**src/rtl/mem_bank_router_pkg.sv**
```systemverilog
// Shared widths and types for the block-interleaved memory bank router.
package mem_bank_router_pkg;

   localparam int unsigned NUM_BANKS_DEF   = 4;
   localparam int unsigned BLOCK_WIDTH_DEF = 16;
   localparam int unsigned RSP_DEPTH_DEF   = 4;

   // Byte offset of the bank-select field: one cache block of 32-bit words.
   function automatic int unsigned off_f(input int unsigned block_width);
      return $clog2(block_width * 4);
   endfunction

   function automatic int unsigned bw_f(input int unsigned num_banks);
      return (num_banks > 1) ? $clog2(num_banks) : 1;
   endfunction

   function automatic int unsigned cw_f(input int unsigned depth);
      return $clog2(depth + 1);
   endfunction

   typedef logic [bw_f(NUM_BANKS_DEF)-1:0] bank_idx_t;
   typedef logic [cw_f(RSP_DEPTH_DEF)-1:0] cnt_t;

endpackage

```
**src/rtl/mem_bank_router_fifo.sv**
```systemverilog
// Synchronous FIFO with wrap-bit pointers; push while full is legal when popping.
module mbr_fifo #(
   parameter int unsigned width_p = 8,
   parameter int unsigned depth_p = 4
) (
   input  logic               clk_i,
   input  logic               nreset_i,
   input  logic               push_i,
   input  logic [width_p-1:0] wdata_i,
   input  logic               pop_i,
   output logic [width_p-1:0] rdata_o,
   output logic               full_o,
   output logic               empty_o
);
   localparam int unsigned   AW   = (depth_p > 1) ? $clog2(depth_p) : 1;
   localparam logic [AW-1:0] LAST = AW'(depth_p - 1);

   logic [width_p-1:0] mem [depth_p];
   logic [AW-1:0]      wr_idx, rd_idx;
   logic               wr_wrap, rd_wrap;
   logic               do_push, do_pop;

   always_comb begin
      empty_o = (wr_idx == rd_idx) && (wr_wrap == rd_wrap);
      full_o  = (wr_idx == rd_idx) && (wr_wrap != rd_wrap);
      do_pop  = pop_i && !empty_o;
      do_push = push_i && (!full_o || do_pop);
      rdata_o = mem[rd_idx];
   end

   // Indices wrap at depth_p; the wrap bit toggles to separate full from empty.
   always_ff @(posedge clk_i or negedge nreset_i) begin
      if (!nreset_i) begin
         wr_idx  <= '0;
         rd_idx  <= '0;
         wr_wrap <= 1'b0;
         rd_wrap <= 1'b0;
      end else begin
         if (do_push) begin
            wr_idx <= (wr_idx == LAST) ? '0 : wr_idx + AW'(1);
            if (wr_idx == LAST) wr_wrap <= ~wr_wrap;
         end
         if (do_pop) begin
            rd_idx <= (rd_idx == LAST) ? '0 : rd_idx + AW'(1);
            if (rd_idx == LAST) rd_wrap <= ~rd_wrap;
         end
      end
   end

   always_ff @(posedge clk_i) begin
      if (do_push) mem[wr_idx] <= wdata_i;
   end

endmodule

```
**src/rtl/mem_bank_router.sv**
```systemverilog
// Routes bus requests to block-interleaved memory banks and returns reads in order.
// Optional per-bank stall counters: define MEM_BANK_ROUTER_PERF_EN.
module mem_bank_router
   import mem_bank_router_pkg::*;
#(
   parameter int unsigned num_banks_p      = 4,
   parameter int unsigned block_width_p    = 16,
   parameter int unsigned dma_data_width_p = 1,
   parameter int unsigned rsp_depth_p      = 4,
   parameter int unsigned ord_depth_p      = 8
) (
   input  logic                                             clk_i,
   input  logic                                             nreset_i,
   input  logic                                             req_valid_i,
   output logic                                             req_ready_o,
   input  logic                                             req_we_i,
   input  logic [31:0]                                      req_addr_i,
   input  logic [dma_data_width_p*32-1:0]                   req_wdata_i,
   output logic                                             rsp_valid_o,
   output logic [dma_data_width_p*32-1:0]                   rsp_data_o,
   output logic [num_banks_p-1:0]                           bk_valid_o,
   input  logic [num_banks_p-1:0]                           bk_ready_i,
   output logic                                             bk_we_o,
   output logic [31:0]                                      bk_addr_o,
   output logic [dma_data_width_p*32-1:0]                   bk_wdata_o,
   input  logic [num_banks_p-1:0]                           bk_valid_i,
   input  logic [num_banks_p-1:0][dma_data_width_p*32-1:0]  bk_data_i,
   output logic                                             err_o,
   output logic [num_banks_p-1:0][31:0]                     perf_stall_o
);
   localparam int unsigned D   = dma_data_width_p * 32;
   localparam int unsigned OFF = off_f(block_width_p);
   localparam int unsigned BW  = bw_f(num_banks_p);
   localparam int unsigned CW  = cw_f(rsp_depth_p);

   logic [BW-1:0]          bank_sel, head;
   logic [CW-1:0]          cnt [num_banks_p];
   logic                   ok, rd_acc, out_pop, ord_full, ord_empty;
   logic [D-1:0]           out_data;
   logic [D-1:0]           rb_rdata [num_banks_p];
   logic [num_banks_p-1:0] rb_full, rb_empty, rb_push, rb_pop;
   logic [num_banks_p-1:0] live_rsp, bank_pop, bypass, err_set;
   logic                   rsp_valid_q, err_q;
   logic [D-1:0]           rsp_data_q;

   if (num_banks_p == 1) begin : g_one_bank
      assign bank_sel = '0;
   end else begin : g_many_banks
      assign bank_sel = req_addr_i[OFF +: BW];
   end

   // Request path; all request-side outputs are held at zero while in reset.
   always_comb begin
      ok = nreset_i;
      if (!req_we_i) ok = nreset_i && !ord_full && (cnt[bank_sel] < CW'(rsp_depth_p));
      req_ready_o          = ok && bk_ready_i[bank_sel];
      bk_valid_o           = '0;
      bk_valid_o[bank_sel] = req_valid_i && ok;
      rd_acc               = req_valid_i && !req_we_i && req_ready_o;
      bk_we_o              = nreset_i && req_we_i;
      bk_addr_o            = nreset_i ? req_addr_i : '0;
      bk_wdata_o           = nreset_i ? req_wdata_i : '0;
   end

   // Output stage: a response arriving for the head bank while its buffer is empty bypasses it.
   always_comb begin
      out_pop  = 1'b0;
      out_data = '0;
      bank_pop = '0;
      for (int k = 0; k < num_banks_p; k++) live_rsp[k] = bk_valid_i[k] && (cnt[k] != '0);
      if (!ord_empty && (!rb_empty[head] || live_rsp[head])) begin
         out_pop        = 1'b1;
         bank_pop[head] = 1'b1;
         out_data       = rb_empty[head] ? bk_data_i[head] : rb_rdata[head];
      end
      for (int k = 0; k < num_banks_p; k++) begin
         bypass[k]  = bank_pop[k] && rb_empty[k];
         rb_pop[k]  = bank_pop[k] && !rb_empty[k];
         rb_push[k] = live_rsp[k] && !bypass[k] && (!rb_full[k] || rb_pop[k]);
         err_set[k] = bk_valid_i[k] && !bypass[k] && !rb_push[k];
      end
   end

   mbr_fifo #(.width_p(BW), .depth_p(ord_depth_p)) u_ord (
      .clk_i   (clk_i),
      .nreset_i(nreset_i),
      .push_i  (rd_acc),
      .wdata_i (bank_sel),
      .pop_i   (out_pop),
      .rdata_o (head),
      .full_o  (ord_full),
      .empty_o (ord_empty)
   );

   for (genvar k = 0; k < num_banks_p; k++) begin : g_bank
      mbr_fifo #(.width_p(D), .depth_p(rsp_depth_p)) u_rsp (
         .clk_i   (clk_i),
         .nreset_i(nreset_i),
         .push_i  (rb_push[k]),
         .wdata_i (bk_data_i[k]),
         .pop_i   (rb_pop[k]),
         .rdata_o (rb_rdata[k]),
         .full_o  (rb_full[k]),
         .empty_o (rb_empty[k])
      );
   end

   // Outstanding-read counters drop when the response leaves the router.
   always_ff @(posedge clk_i or negedge nreset_i) begin
      if (!nreset_i) begin
         for (int k = 0; k < num_banks_p; k++) cnt[k] <= '0;
      end else begin
         for (int k = 0; k < num_banks_p; k++) begin
            if ((rd_acc && bank_sel == BW'(k)) && !bank_pop[k]) cnt[k] <= cnt[k] + CW'(1);
            else if (!(rd_acc && bank_sel == BW'(k)) && bank_pop[k]) cnt[k] <= cnt[k] - CW'(1);
         end
      end
   end

   always_ff @(posedge clk_i or negedge nreset_i) begin
      if (!nreset_i) begin
         rsp_valid_q <= 1'b0;
         rsp_data_q  <= '0;
         err_q       <= 1'b0;
      end else begin
         rsp_valid_q <= out_pop;
         if (out_pop) rsp_data_q <= out_data;
         if (|err_set) err_q <= 1'b1;
      end
   end

   assign rsp_valid_o = rsp_valid_q;
   assign rsp_data_o  = rsp_data_q;
   assign err_o       = err_q;

`ifdef MEM_BANK_ROUTER_PERF_EN
   logic [31:0] stall_q [num_banks_p];

   always_ff @(posedge clk_i or negedge nreset_i) begin
      if (!nreset_i) begin
         for (int k = 0; k < num_banks_p; k++) stall_q[k] <= '0;
      end else begin
         for (int k = 0; k < num_banks_p; k++) begin
            if (req_valid_i && !req_ready_o && bank_sel == BW'(k) && stall_q[k] != '1)
               stall_q[k] <= stall_q[k] + 32'd1;
         end
      end
   end

   always_comb begin
      for (int k = 0; k < num_banks_p; k++) perf_stall_o[k] = stall_q[k];
   end
`else
   assign perf_stall_o = '0;
`endif

endmodule

```
**config.mk**
```make
export PLATFORM = sky130hd
export DESIGN_NAME = mem_bank_router
export DESIGN_NICKNAME = d
export VERILOG_FILES = /design/src/rtl/mem_bank_router_pkg.sv /design/src/rtl/mem_bank_router_fifo.sv /design/src/rtl/mem_bank_router.sv
export SDC_FILE = /design/constraint.sdc
export NUM_CORES = 1
export LEC_CHECK = 0
export BUFFER_PORTS_ARGS = -buffer_cell sky130_fd_sc_hd__buf_2
export CAP_MARGIN = 25
export CORE_ASPECT_RATIO = 1.25
export CORE_UTILIZATION = 38
export DETAILED_ROUTE_END_ITERATION = 10
export SLEW_MARGIN = 10
export SYNTH_ARGS = -nofsm -noshare
export SYNTH_HDL_FRONTEND = slang
export SYNTH_SLANG_ARGS = --single-unit
```
**constraint.sdc**
```tcl
create_clock -name clk_i -period 3.2 [get_ports clk_i]
set_input_delay 0.48 -clock clk_i [delete_from_list [all_inputs] [get_ports clk_i]]
set_output_delay 0.48 -clock clk_i [all_outputs]
set_load 0.01 [all_outputs]
```
======== After elaboration in Yosys (flattened, before gate mapping) ========
Memory sizes are Yosys's and may differ from the RTL's.
Cells that the tools add are included.
storage, ports and cells
  logic and storage cells ................. 279
  memory bits (writable) .................. 528
  memories kept ........................... 5
  output and inout bits ................... 232
  bits of input ports ..................... 204
  latch bits .............................. 0
  bits in read-only memories .............. 0
  flip-flop bits (word level) ............. 78
cells by class
  mux-type cells .......................... 53
  add/sub/neg operators ................... 18
  equal/unequal tests ..................... 28
  shift operators ......................... 0
  reductions and logical operators ........ 128
  $lt $le $gt $ge ......................... 7
  multipliers ............................. 0
  bitwise gates (word level) .............. 13
  divide/modulo/power cells ............... 0
memory list
  memory               words  bits a word  read ports  clocked after memory_dff  write ports  line                        source
  g_bank[0].u_rsp.mem  4      32           1           0                         1            mem_bank_router_fifo.sv:18  logic [width_p-1:0] mem [depth_p];
  g_bank[1].u_rsp.mem  4      32           1           0                         1            mem_bank_router_fifo.sv:18
  g_bank[2].u_rsp.mem  4      32           1           0                         1            mem_bank_router_fifo.sv:18
  g_bank[3].u_rsp.mem  4      32           1           0                         1            mem_bank_router_fifo.sv:18
  u_ord.mem            8      2            1           0                         1            mem_bank_router_fifo.sv:18
operator list
  operator                                                                      count
  32-bit 2-to-1 mux                                                             7
  32-bit binary-select mux with 2-bit select                                    2
  1-bit logical AND                                                             70
  3-bit 2-to-1 mux                                                              12
  1-bit logical NOT                                                             28
  2-bit equality test, second input constant                                    10
  2-bit AND reduction                                                           10
  3-bit by 1-bit adder with 3-bit output, second input constant                 6
  1-bit 2-to-1 mux                                                              17
  2-bit by 1-bit adder with 2-bit output, second input constant                 8
  2-bit 2-to-1 mux                                                              8
  3-bit nonzero test                                                            4
  3-bit by 1-bit subtractor with 3-bit output, second input constant            4
  1-bit logical OR                                                              10
  1-bit inverter                                                                10
  2-bit equality test                                                           4
  2-bit nonzero test                                                            4
  1-bit binary-select mux with 2-bit select                                     3
  3-bit binary-select mux with 2-bit select                                     1
  3-bit equality test, second input constant                                    2
  3-bit >= comparator, second input constant                                    2
  2-bit by 3-bit less-than comparator with 1-bit output, second input constant  2
  2-bit inverter with 3-bit output                                              2
  1-bit equality test                                                           5
  other kinds (10)                                                              16

======== Longest topological paths before layout ========
Gate-level depths: netlist (run 1).
  word-level depth ........................ 15
  gate-level depth with buffers ........... 14
  gate-level depth less buffers ........... 11

======== Cells and area by module ========
From an unflattened synthesis (run 1), not the netlist that was laid out.
unflattened totals
  cell total of the unflattened synthesis .. 1404
  area, all modules ....................... 27040.9 µm²
by module, submodules not included
  module                           instances  seq. area each (µm²)  cells each  area an instance (µm²)
  mbr_fifo at g_bank[0].u_rsp ...  3          3993.8                205         5058.6
  mem_bank_router                  1          1151.1                505         5647.9
  mbr_fifo at g_bank[3].u_rsp      1          3993.8                205         5054.8
  mbr_fifo at u_ord                1          680.7                 79          1162.4

======== Least setup slack after synthesis (run 1) ========
Ideal clock, no wire load.
  path kind ............................... register -> register
  from .................................... register u_ord.rd_idx[1]
  to ...................................... memory g_bank[0].u_rsp.mem[0][0] (netlist bit), enable pin
  cell stages (with the launch flop) ...... 8
  period minus slack after synthesis ...... 3.421 ns
  data required time ...................... 2.808 ns
  buffers on the path ..................... 2
  arrival time ............................ 3.029 ns
  setup slack ............................. -0.221 ns
  library setup time ...................... 0.392 ns
  cells stage by stage .................... dfrtp_1 > buf_6 > mux2_1 > mux4_2 > buf_6 > or4_4 > a31oi_4 > and2_1
between the ends
  longest elaborated chain between the ends .. 14
  elaborated cells on any way between the ends .. 28
  those cells by class .................... 2 x order compare; 1 x eq/ne; 9 x mux; 15 x reduce/logical; 1 x memory
ends and longest elaborated chain
  what                                                                                                           line                        source
  start, declared                                                                                                mem_bank_router_fifo.sv:19  logic [AW-1:0] wr_idx, rd_idx;
  start signal, assigned                                                                                         mem_bank_router_fifo.sv:44  rd_idx <= (rd_idx == LAST) ? '0 : rd_idx + AW'(1);
  parallel branches: the longest is 6 deep, another holds 2-bit by 3-bit less-than comparator with 1-bit output  --
  4-bit 2-to-1 mux *                                                                                             mem_bank_router.sv:71       if (!ord_empty && (!rb_empty[head] || live_rsp[head])) begin
  1-bit logical AND                                                                                              mem_bank_router.sv:77       bypass[k] = bank_pop[k] && rb_empty[k];
  1-bit logical NOT                                                                                              mem_bank_router.sv:79       rb_push[k] = live_rsp[k] && !bypass[k] && (!rb_full[k] || rb_pop[k]);
  1-bit logical AND (2 in series)                                                                                mem_bank_router.sv:79
  1-bit logical AND *                                                                                            mem_bank_router_fifo.sv:27  do_push = push_i && (!full_o || do_pop);
  1-bit 2-to-1 mux *                                                                                             mem_bank_router_fifo.sv:51  if (do_push) mem[wr_idx] <= wdata_i;
  1-bit 2-to-1 mux (implied by the code) *                                                                       mem_bank_router_fifo.sv:51
  end, declared                                                                                                  mem_bank_router_fifo.sv:18
Mark *: on every way between the ends. The select of a mux whose other input is x is not followed.

======== Final worst setup path (run 1) ========
  from .................................... register u_ord.rd_idx[1]
  to ...................................... register cnt[10] (netlist bit)
between the ends
  longest elaborated chain between the ends .. 12
  elaborated cells on any way between the ends .. 31
  those cells by class .................... 2 x order compare; 1 x eq/ne; 9 x mux; 18 x reduce/logical; 1 x memory
ends and longest elaborated chain
  what                                                                                                            line                    source
  parallel branches: the longest is 12 deep, another holds 2-bit by 3-bit less-than comparator with 1-bit output  --
  end signal, assigned by index                                                                                   mem_bank_router.sv:114  if ((rd_acc && bank_sel == BW'(k)) && !bank_pop[k]) cnt[k] <= cnt[k] + CW'(1);
  end signal, assigned by index                                                                                   mem_bank_router.sv:115  else if (!(rd_acc && bank_sel == BW'(k)) && bank_pop[k]) cnt[k] <= cnt[k] - CW'(1);
  end, declared                                                                                                   mem_bank_router.sv:37   logic [CW-1:0] cnt [num_banks_p];
Parallel ways; which one is timed is not known. The select of a mux whose other input is x is not followed.
A chain may end at the register's enable or synchronous reset.

==> flow_summary.yaml, run 1 <==
outcome:
  status: "complete, no violations"
route:
  first_iter_violations: 763
  drt-vias-per-instance: 5.065
  wl_um: 69860
  route.detailed.drc: 0
  wl_per_cell_um: 24.07
  ant_nets: 0
  vias: 14699
  firstDrtPassIters: 4
final_layout:
  area_growth_syn_to_layout_pct: 18.69
  multiInputGateArea_mm2: 0.008561
  seqCellArea_mm2: 0.01782
  final_layout_size_suffix_gt1_share_pct: 38.22
  fin_nets: 2145
  layout_commonest_cell: "edfxtp_1"
  layout_common_cells: "edfxtp_1, buf_2, mux2i_1"
  nFillCells: 6107
worst_setup_path:
  start_kind: "register"
  crit_slowest_cell: "mux4_4"
  crit_family: "multiplexers"
  cp_common_cell: "buf_4"
  end_kind: "register"
  path_buf_inv: 3
  worst_ep_arrival_time_ns: 3.63
  cp.required_ns: 3.69
  crit_path_max_incr_delay_ns: 0.67
  critPathKind: "reg2reg"
  path_max_fanout: 5
  crit_chain: "buf_4, mux2_1, mux4_4, buf_4, nor3_2, nand2_1, ha_2, inv_1, fa_2, mux2_2"
yosys:
  yosys_warnings: 0
  synth_top_family_by_area: "multiplexers"
  yosysUniqueCellTypes: 53
  synthFlopType: "edfxtp_1"
  synth_fa_ha_area_share_pct: 1.581
  ys_seq_elements: 606
  synth_compound_area_share_pct: 0.8180
  synthXorXnorAreaFrac_pct: 1.282
  synth_area_per_cell_um2: 17.89
  synth.area.mux_share_pct: 22.08
  yosysSeqAreaShare_pct: 65.40
  synth_edf_count: 528
  synth_cells: 1522
  synthSimpleGateAreaFrac_pct: 3.681
  async_flop_share_pct: 12.87
  synth.cell_area_mm2: 0.02723
floorplanning:
  die_area_mm2: 0.07273
  initial_core_util_pct: 38.47
  io_pins: 436
  die_h_um: 301.3
  core-area_mm2: 0.07078
  die_w_um: 241.4
  rows: 109
timing:
  period_share_pct: 98.14
  max_clock_freq_ghz: 0.3184
  drv_slew: 0
  min_period_ns: 3.140
  fin_setup_tns_ns: 0
  tightest_slew_ns: 0.9144
  setup_viol_count_final: 0
  fin_hold_ws_ns: 0.09093
  final_hold_viol_count: 0
  skew_ns: 0.01509
  worst_slew_margin_rel_pct: 39.04
global_routing:
  grt_pass1_vias: 15414
  gr-total-overflow: 0
  antenna_found_initial: 19
  grt_start_max_net_pins: 95
  grt_pass1_wl_um: 101200
  grt_usage_pct: 19.33
job:
  maxCapViolCount: 0
clock_tree:
  cts_sinks: 606
  h-tree-depth: 2
  cts_tree: "yes"
  clockRootBuffer: "clkbuf_16"
  clock_latency_ns: 0.62
  numCtsBuffers: 57
  ctsHoldBuffers: 0
  clk_pin_slew_ns: 0.06
  clk_path_buf_depth: 3
worst_hold_path:
  min_path_type: "in2async"
place:
  place_hpwl_um: 48540
  gp_congestion: 0.7846
  port_buffers: 307
pwr:
  leakagePower_nw: 12.25
  p_per_area_mw_per_mm2: 1041
  ir_worst_vdd_mv: 0.7433
[through the flow]
| step | cell area [µm²] | utilization, % | instances | setup WS (ns) | total power [mW] |
|---|---|---|---|---|---|
| after detailed placement | 30280 | 42.78 | 2786 | -0.07831 | 26.96 |
| final | 32320 | 45.66 | 2902 | 0.05957 | 33.64 |
| after floorplan | 27760 | - | 1649 | 0.02182 | 21.78 |
| after CTS | 32220 | 45.52 | 2893 | 0.02974 | 33.95 |
| after global placement | 30280 | 42.78 | 2786 | -0.02557 | 26.59 |
| after global routing | 32320 | 45.66 | 2902 | -0.006798 | 35.31 |
[cell type report]
| type | instances | area share [%] |
|---|---|---|
| antenna | 2 | 0.01549 |
| clock buffer | 74 | 4.863 |
| clock inverter | 33 | 1.131 |
| inverter | 16 | 0.1858 |
| multi-input combinational | 825 | 26.49 |
| sequential | 606 | 55.14 |
| tap | 943 | 3.651 |
| timing repair buffer | 403 | 8.526 |
[worst paths after layout]
| check | start | endpoint | slack (ns) | cells past startpoint |
|---|---|---|---|---|
| max | u_ord.rd_idx[1]$_DFFE_PN0P_ | cnt[10]$_DFFE_PN0P_ | 0.06 | 10 |
| min | nreset_i | cnt[9]$_DFFE_PN0P_ | 0.09 | 2 |
| max reg2reg | u_ord.rd_idx[1]$_DFFE_PN0P_ | cnt[10]$_DFFE_PN0P_ | 0.06 | 10 |
| min reg2reg | u_ord.wr_wrap$_DFFE_PN0P_ | u_ord.wr_wrap$_DFFE_PN0P_ | 0.48 | 1 |
| max in group asynchronous | nreset_i | g_bank[0].u_rsp.rd_idx[1]$_DFFE_PN0P_ | 1.70 | 3 |
| min in group clk_i | bk_data_i[92] | g_bank[2].u_rsp.mem[0][28]$_DFFE_PP_ | 0.09 | 1 |
[sequential cells by signal, summed over array words and instances (netlist names)]
signal / count
u_ord.rd_wrap: 1
u_ord.wr_wrap: 1
g_bank.u_rsp.wr_idx: 8
rsp_data_o: 32
g_bank.u_rsp.wr_wrap: 4
g_bank.u_rsp.rd_idx: 8
u_ord.wr_idx: 3
g_bank.u_rsp.rd_wrap: 4
u_ord.rd_idx: 3
g_bank.u_rsp.mem: 512
rsp_valid_o: 1
err_o: 1
cnt: 12
u_ord.mem: 16
[routing by layer]
metal	part of all wire [%]	routed length (µm)	global-route usage, %	vias up
met5	0.16	111	0	-
met2	54	37860	35.73	492
met1	38	26500	22.81	7649
met3	5.3	3704	3.295	126
met4	2.4	1687	5.425	18
li1	-	-	-	6414
[worst reg2reg max path: stages, from the launching register on]
cell and delay [ns]:
dfrtp_2 0.43, buf_4 0.15, mux2_1 0.32, mux4_4 0.67, buf_4 0.19, nor3_2 0.13, nand2_1 0.14, ha_2 0.21
inv_1 0.07, fa_2 0.43, mux2_2 0.27
[kinds of logic (layout without fill, tap and decap cells)]
kind of cell               count (synthesis)  count (layout)
AOI/OAI and AO/OA                         29              29
xor gates and xnor gates                  39              39
adders and majority gates                 32              32
buffers and inverters                    218             526
DFF                                      606             606
muxes                                    420             420
other                                      1             130
and+or+nand+nor                          177             177
[power breakdown]
group          total, mW  switching (mW)  internal (mW)
clock network       6.94            2.90           4.03
logic               14.9            7.50           7.36
registers           11.8           0.964           10.9
total               33.6            11.4           22.3
[synthesized netlist by cell type (all sizes together) (6+ instances only)]
cell type	number	area share [%]
edfxtp	528	58
mux2i	200	7.4
buf	169	4.5
mux4	134	11
mux2	86	3.6
and2	85	2.0
dfrtp	78	7.2
clkbuf	33	0.45
ha	28	1.3
nor2	27	0.37
xnor2	25	0.80
nand2	22	0.30
inv	16	0.22
nor3	15	0.33
xor2	14	0.48
o21ai	11	0.20
nand3	7	0.13
o31ai	6	0.17
[what timing repair did]
action | in CTS | in global routing
resized for setup | 1 | 8
endpoints found under the setup margin | 268 | 243
pin swaps | 0 | 2
hold endpoints to repair | 0 | 0
buffers inserted | 0 | 7
No activity file was read; power rests on OpenSTA's default activity.
==> run 2, diff against run 1 <==
--- a/config.mk
+++ b/config.mk
@@ -9,6 +9,7 @@
 export CAP_MARGIN = 25
 export CORE_ASPECT_RATIO = 1.25
 export CORE_UTILIZATION = 38
+export CTS_BUF_LIST = sky130_fd_sc_hd__clkbuf_8
 export DETAILED_ROUTE_END_ITERATION = 10
 export SLEW_MARGIN = 10
 export SYNTH_ARGS = -nofsm -noshare
==> run 2 against run 1 <==
  * Core utilization increased by 1.1 points
  * Global-route usage increased by 0.44 points
  * Maximum frequency about the same
  * Critical path type unchanged
  * Via count increased by 4.1%
  * First-iteration DRC count decreased by 8.3%
  * Critical endpoint unchanged
  * Highest routed layer unchanged
==> flow_summary.yaml, run 2 (same netlist as run 1, synthesis figures left out) <==
floorplanning:
  rows: 109
  io_pins: 436
  core-area_mm2: 0.07078
  die_area_mm2: 0.07273
  die_h_um: 301.3
  initial_core_util_pct: 38.47
  die_w_um: 241.4
global_routing:
  grt_pass1_wl_um: 103700
  gr-total-overflow: 0
  grt.busiest_layer: "met2"
  met1_usage_pct: 23.27
  grt_pass1_vias: 16142
  grt_start_max_net_pins: 95
  grt_use_met3_pct: 3.112
  use_met2_pct: 36.84
  antenna_found_initial: 8
  grt_usage_pct: 19.77
worst_setup_path:
  critPathKind: "reg2reg"
  worst_ep_arrival_time_ns: 3.72
  rr_worst_depth: 10
  crit_slowest_cell: "mux4_1"
  r2r-end: "cnt[10]$_DFFE_PN0P_"
  path_buf_inv: 3
  r2r-start: "u_ord.rd_idx[1]$_DFFE_PN0P_"
  cp-startpoint: "u_ord.rd_idx[1]$_DFFE_PN0P_"
  crit_chain: "clkbuf_4, mux4_1, mux2_2, buf_4, nor3_2, nand2_1, ha_2, inv_1, fa_2, mux2_2"
  path_max_fanout: 6
  end_kind: "register"
  cp.required_ns: 3.78
  start_kind: "register"
  crit_family: "multiplexers"
  reg2reg_setup_slack_ns: 0.06
  crit_path_max_incr_delay_ns: 0.59
  cp_common_cell: "mux2_2"
route:
  ant_nets: 0
  vias: 15301
  route.detailed.drc: 0
  firstDrtPassIters: 4
  wl_um: 71190
  first_iter_violations: 700
  wl_per_cell_um: 23.25
  drt-vias-per-instance: 4.997
final_layout:
  largest_reg_flops: 512
  fin_area_mm2: 0.03308
  regMostFlops: "g_bank.u_rsp.mem"
  area_growth_syn_to_layout_pct: 21.51
  layout_commonest_cell: "edfxtp_1"
  instances_no_fill: 3062
  final_layout_size_suffix_gt1_share_pct: 37.16
  fin_nets: 2271
  layout_common_cells: "edfxtp_1, buf_2, mux2i_1"
clock_tree:
  clk_pin_slew_ns: 0.07
  clk_path_buf_depth: 3
  cts_sinks: 606
  clockRootBuffer: "clkbuf_8"
  cts_tree: "yes"
  numCtsBuffers: 92
  h-tree-depth: 3
  clock_latency_ns: 0.70
worst_hold_path:
  min_delay_worst_endpoint: "g_bank[1].u_rsp.mem[1][17]$_DFFE_PP_"
  worstHoldStart: "bk_data_i[49]"
  holdPathStages: 1
  min_path_type: "in2reg"
pwr:
  p_per_area_mw_per_mm2: 1001
  switching_share_pct: 34.96
  comb_power_share_pct: 45.4
  power.total_mw: 33.10
  power_frac_seq_pct: 35.8
  p_int_mw: 21.53
  ir_worst_vdd_mv: 0.7154
  p_clk_share_pct: 18.8
  leakagePower_nw: 12.72
  p_sw_mw: 11.57
place:
  port_buffers: 307
  gp_congestion: 0.7846
  dpl_cell_area_mm2: 0.03028
  place_hpwl_um: 48540
  dp.cells: 2786
  place_ws_ns: -0.07831
timing:
  final_hold_viol_count: 0
  drv_slew: 0
  tightest_slew_ns: 0.9159
  min_period_ns: 3.144
  period_share_pct: 98.23
  setup_viol_count_final: 0
  rsz0062_at_grt: "false"
  worst_slew_margin_rel_pct: 38.94
  skew_ns: 0.05246
  fin_ws_ns: 0.05649
  max_clock_freq_ghz: 0.3181
outcome:
  status: "complete, no violations"
job:
  maxCapViolCount: 0
## run 2: layout make-up
class | count | area [µm²]
fill | 6061 | 37700
multi-input combinational | 825 | 8563
antenna | 4 | 10.01
clock buffer | 95 | 1308
tap | 943 | 1180
inverter | 16 | 60.06
clock inverter | 79 | 495.5
sequential | 606 | 17820
timing repair buffer | 494 | 3649
## run 2: worst max path at each step
stage	to	slack [ns]	cells past startpoint
after floorplan	cnt[5]$_DFFE_PN0P_	0.02	13
after global placement	rsp_data_o[0]$_DFFE_PN0P_	-0.03	8
after detailed placement	rsp_data_o[0]$_DFFE_PN0P_	-0.08	8
after CTS	rsp_data_o[0]$_DFFE_PN0P_	0.01	8
after global routing	cnt[7]$_DFFE_PN0P_	0.004	10
final	cnt[10]$_DFFE_PN0P_	0.06	10
## run 2: power groups by stage
| stage | clock [mW] | sequential, mW | combinational, mW |
|---|---|---|---|
| final | 6.23 | 11.8 | 15.0 |
| after global routing | 6.72 | 12.1 | 16.1 |
| after CTS | 6.41 | 11.9 | 15.0 |
| after detailed placement | 0 | 12.1 | 14.9 |
| after global placement | 0 | 11.9 | 14.6 |
| after floorplan | 0 | 11.7 | 10.1 |
## run 2: what timing repair did
action                                  in CTS  in global routing
hold buffers                                88                  0
endpoints found under the setup margin     304                294
pin swaps                                    0                  2
setup buffers                                0                 10
hold endpoints to repair                   340                  0
gates resized for setup                      1                 11
## run 2: routing by layer
metal / up-vias / wire [µm] / part of all wire [%]
met5: - / 40 / 0.056
met4: 6 / 1171 / 1.6
met3: 80 / 3413 / 4.8
met2: 506 / 39040 / 55
met1: 8000 / 27530 / 39
li1: 6709 / - / -
## run 2: stage by stage
| step | setup TNS (ns) | util [%] | hold WS (ns) |
|---|---|---|---|
| floorplan | 0 | - | 0.1844 |
| global placement | -0.6376 | 42.78 | 0.4787 |
| detailed placement | -11.56 | 42.78 | 0.4802 |
| CTS | 0 | 46.58 | 0.0008881 |
| global route | 0 | 46.74 | 0.03029 |
| finish | 0 | 46.74 | 0.06291 |
## run 2: worst reg2reg max path, stage by stage, from the launching register on
cell and delay [ns]:
dfrtp_2 0.41, clkbuf_4 0.20, mux4_1 0.59, mux2_2 0.36, buf_4 0.17, nor3_2 0.18, nand2_1 0.13, ha_2 0.20
inv_1 0.08, fa_2 0.43, mux2_2 0.27
==> run 3, diff against run 2 <==
--- a/config.mk
+++ b/config.mk
@@ -5,9 +5,11 @@
 export SDC_FILE = /design/constraint.sdc
 export NUM_CORES = 1
 export LEC_CHECK = 0
+export ABC_AREA = 1
 export BUFFER_PORTS_ARGS = -buffer_cell sky130_fd_sc_hd__buf_2
 export CAP_MARGIN = 25
 export CORE_ASPECT_RATIO = 1.25
+export CORE_MARGIN = 3
 export CORE_UTILIZATION = 38
 export CTS_BUF_LIST = sky130_fd_sc_hd__clkbuf_8
 export DETAILED_ROUTE_END_ITERATION = 10
==> run 3 against run 2 <==
  * Cell count is 24% higher
  * Register-to-register slack better by 0.16 ns
  * Maximum frequency rose by 3.8%
  * Largest power group unchanged
  * Count of clock-buffer cells in the layout grew 7
  * Critical path type is now in2out
  * Design area fell by 3.2%
  * Critical path depth is 4 lower
  * Global-route usage increased by 2.7 points
  * First-iteration DRC count grew to 2.6 times the previous value
==> flow_summary.yaml, run 3 <==
outcome:
  status: "complete, no violations"
final_layout:
  layout_commonest_cell: "edfxtp_1"
  seqCellArea_mm2: 0.01781
  multiInputGateArea_mm2: 0.007415
  largest_reg_flops: 512
  layout_common_cells: "edfxtp_1, buf_2, nand2_1"
  final_util_pct: 46.02
  final_layout_size_suffix_gt1_share_pct: 19.28
  area_growth_syn_to_layout_pct: 19.60
  fin_nets: 3010
  fin_area_mm2: 0.03203
  regMostFlops: "g_bank.u_rsp.mem"
  nFillCells: 6395
pwr:
  p_sw_mw: 15.37
  ir_worst_vdd_mv: 0.6296
  power_frac_seq_pct: 33.8
  switching_share_pct: 44.28
  p_int_mw: 19.34
  leakagePower_nw: 12.78
  p_clk_share_pct: 19.2
  comb_power_share_pct: 47.0
  p_per_area_mw_per_mm2: 1084
clock_tree:
  cts_sinks: 606
  clk_pin_slew_ns: 0.06
  h-tree-depth: 3
  clockRootBuffer: "clkbuf_8"
  numCtsBuffers: 98
  cts_post_setup_buffers_inserted: 0
  clock_latency_ns: 0.74
  clk_path_buf_depth: 3
  cts_tree: "yes"
yosys:
  yosysUniqueCellTypes: 44
  synth_cells: 2355
  async_flop_share_pct: 12.87
  synth_edf_count: 528
  synth_top_area_share_pct: 59.21
  synth.cell_area_mm2: 0.02678
  yosysSeqAreaShare_pct: 66.50
  yosysTopAreaCell: "edfxtp_1"
  synth_area_per_cell_um2: 11.37
  synthFlopType: "edfxtp_1"
  ys_seq_elements: 606
  synthMostInstantiatedCell: "edfxtp_1"
  yosys_warnings: 0
  synth.area.top_cells: "edfxtp_1, dfrtp_1, o22ai_1"
  synth_commonest_cells: "edfxtp_1, nand2_1, nor2_1"
global_routing:
  grt_pass1_vias: 19271
  gr-total-overflow: 0
  grt_usage_pct: 22.48
  antenna_found_initial: 15
  grt_pass1_wl_um: 122900
  grt_start_max_net_pins: 140
timing:
  skew_ns: 0.06291
  tightest_slew_ns: 0.7448
  rsz0062_at_grt: "false"
  period_share_pct: 94.66
  min_period_ns: 3.029
  drv_slew: 0
  setup_viol_count_final: 0
  fin_ws_ns: 0.1708
  max_clock_freq_ghz: 0.3301
  final_hold_viol_count: 0
  worst_slew_margin_rel_pct: 50.35
route:
  drt-vias-per-instance: 5.187
  first_iter_violations: 1847
  wl_um: 84780
  ant_nets: 0
  firstDrtPassIters: 5
  vias: 19673
  route.detailed.drc: 0
  wl_per_cell_um: 22.35
floorplanning:
  rows: 108
  die_w_um: 243.4
  io_pins: 436
  die_h_um: 302.8
  initial_core_util_pct: 38.48
  die_area_mm2: 0.07371
  core-area_mm2: 0.06959
job:
  maxCapViolCount: 0
worst_setup_path:
  start_kind: "primary input"
  critPathKind: "in2out"
  crit_path_max_incr_delay_ns: 0.73
  path_max_fanout: 139
  cp.required_ns: 2.72
  crit_slowest_cell: "dlygate4sd3_1"
  worst_ep_arrival_time_ns: 2.55
  rr_worst_depth: 16
  crit_chain: "dlygate4sd3_1, buf_6, buf_12, nand2_1, inv_1, buf_2"
  end_kind: "primary output"
place:
  place_hpwl_um: 58730
  port_buffers: 307
  gp_congestion: 0.9700
  dpl_cell_area_mm2: 0.02917
  place_ws_ns: 0.1149
worst_hold_path:
  min_path_type: "in2reg"
  holdPathStages: 1
[run 3: changes by cell type after synthesis, sizes merged, moves of 134 or more]
cell / previous run / this run
inv: 16 / 164
mux4: 134 / 0
mux2i: 200 / 0
o21ai: 11 / 302
nor2: 27 / 293
o22ai: 0 / 221
nand2: 22 / 307
[run 3: stage by stage]
step | power, mW | hold WS [ns] | std cells | setup TNS (ns)
6_report | 34.70 | 0.03095 | 3793 | 0
2_1_floorplan | 21.97 | 0.1844 | 2482 | -22.31
4_1_cts | 34.67 | 0.0009195 | 3786 | 0
3_5_place_dp | 27.88 | 0.2879 | 3524 | 0
5_1_grt | 36.85 | 0.0003136 | 3791 | 0
3_3_place_gp | 27.55 | 0.2908 | 3524 | 0
[run 3: path summary, 6_finish.rpt]
path / start / to / slack [ns]
hold reg to reg: g_bank[0].u_rsp.rd_wrap$_DFFE_PN0P_ / g_bank[0].u_rsp.rd_wrap$_DFFE_PN0P_ / 0.48
setup / recovery: nreset_i / bk_addr_o[26] / 0.17
min in group asynchronous: nreset_i / u_ord.rd_wrap$_DFFE_PN0P_ / 0.35
max in group asynchronous: nreset_i / g_bank[2].u_rsp.rd_idx[0]$_DFFE_PN0P_ / 1.92
hold / removal: bk_data_i[39] / g_bank[1].u_rsp.mem[0][7]$_DFFE_PP_ / 0.03
setup reg to reg: u_ord.rd_idx[0]$_DFFE_PN0P_ / g_bank[0].u_rsp.mem[1][12]$_DFFE_PP_ / 0.22
[run 3: area by class of cell]
cell class	count	share of cell area, %
Antenna cell	5	0.03907
Clock buffer	102	4.383
Clock inverter	77	1.649
Inverter	165	1.934
Multi-Input combinational cell	1453	23.15
Sequential cell	606	55.62
Tap cell	935	3.653
Timing Repair Buffer	450	9.575
[run 3: critical path: cells and delay by family]
kind | cells | cell delay, ns
buffers and inverters | 5 | 1.66
and+or+nand+nor | 1 | 0.31
[run 3: metal layers]
layer | vias to the layer above | global-route usage (%) | share of wire [%]
met5 | - | 0 | 0.074
met1 | 9649 | 25.05 | 36
met4 | 10 | 11.12 | 4.9
met3 | 171 | 4.499 | 6.4
li1 | 8976 | - | -
met2 | 867 | 41.00 | 52
[run 3: kinds of logic (layout without fill, tap and decap cells)]
group	after synthesis	after routing	synth area share (%)
buf+inv	423	794	8.013
compound gates	591	591	12.65
other cells	1	133	0.01400
simple gates	673	673	10.25
fa+ha+maj	32	32	1.607
xor+xnor	26	26	0.8504
mux	3	3	0.1261
flops	606	606	66.50
[run 3: power groups by stage]
stage / clock [mW] / combinational, mW / sequential (mW)
2_1_floorplan: 0 / 10.2 / 11.8
3_3_place_gp: 0 / 15.7 / 11.8
3_5_place_dp: 0 / 16.0 / 11.9
4_1_cts: 6.76 / 16.2 / 11.7
5_1_grt: 7.17 / 17.8 / 11.9
6_report: 6.66 / 16.3 / 11.7
[run 3: repair_timing]
action,in CTS,in global routing
hold buffers,83,1
gates resized for setup,0,12
hold endpoints to repair,382,4
setup endpoints to repair,0,268
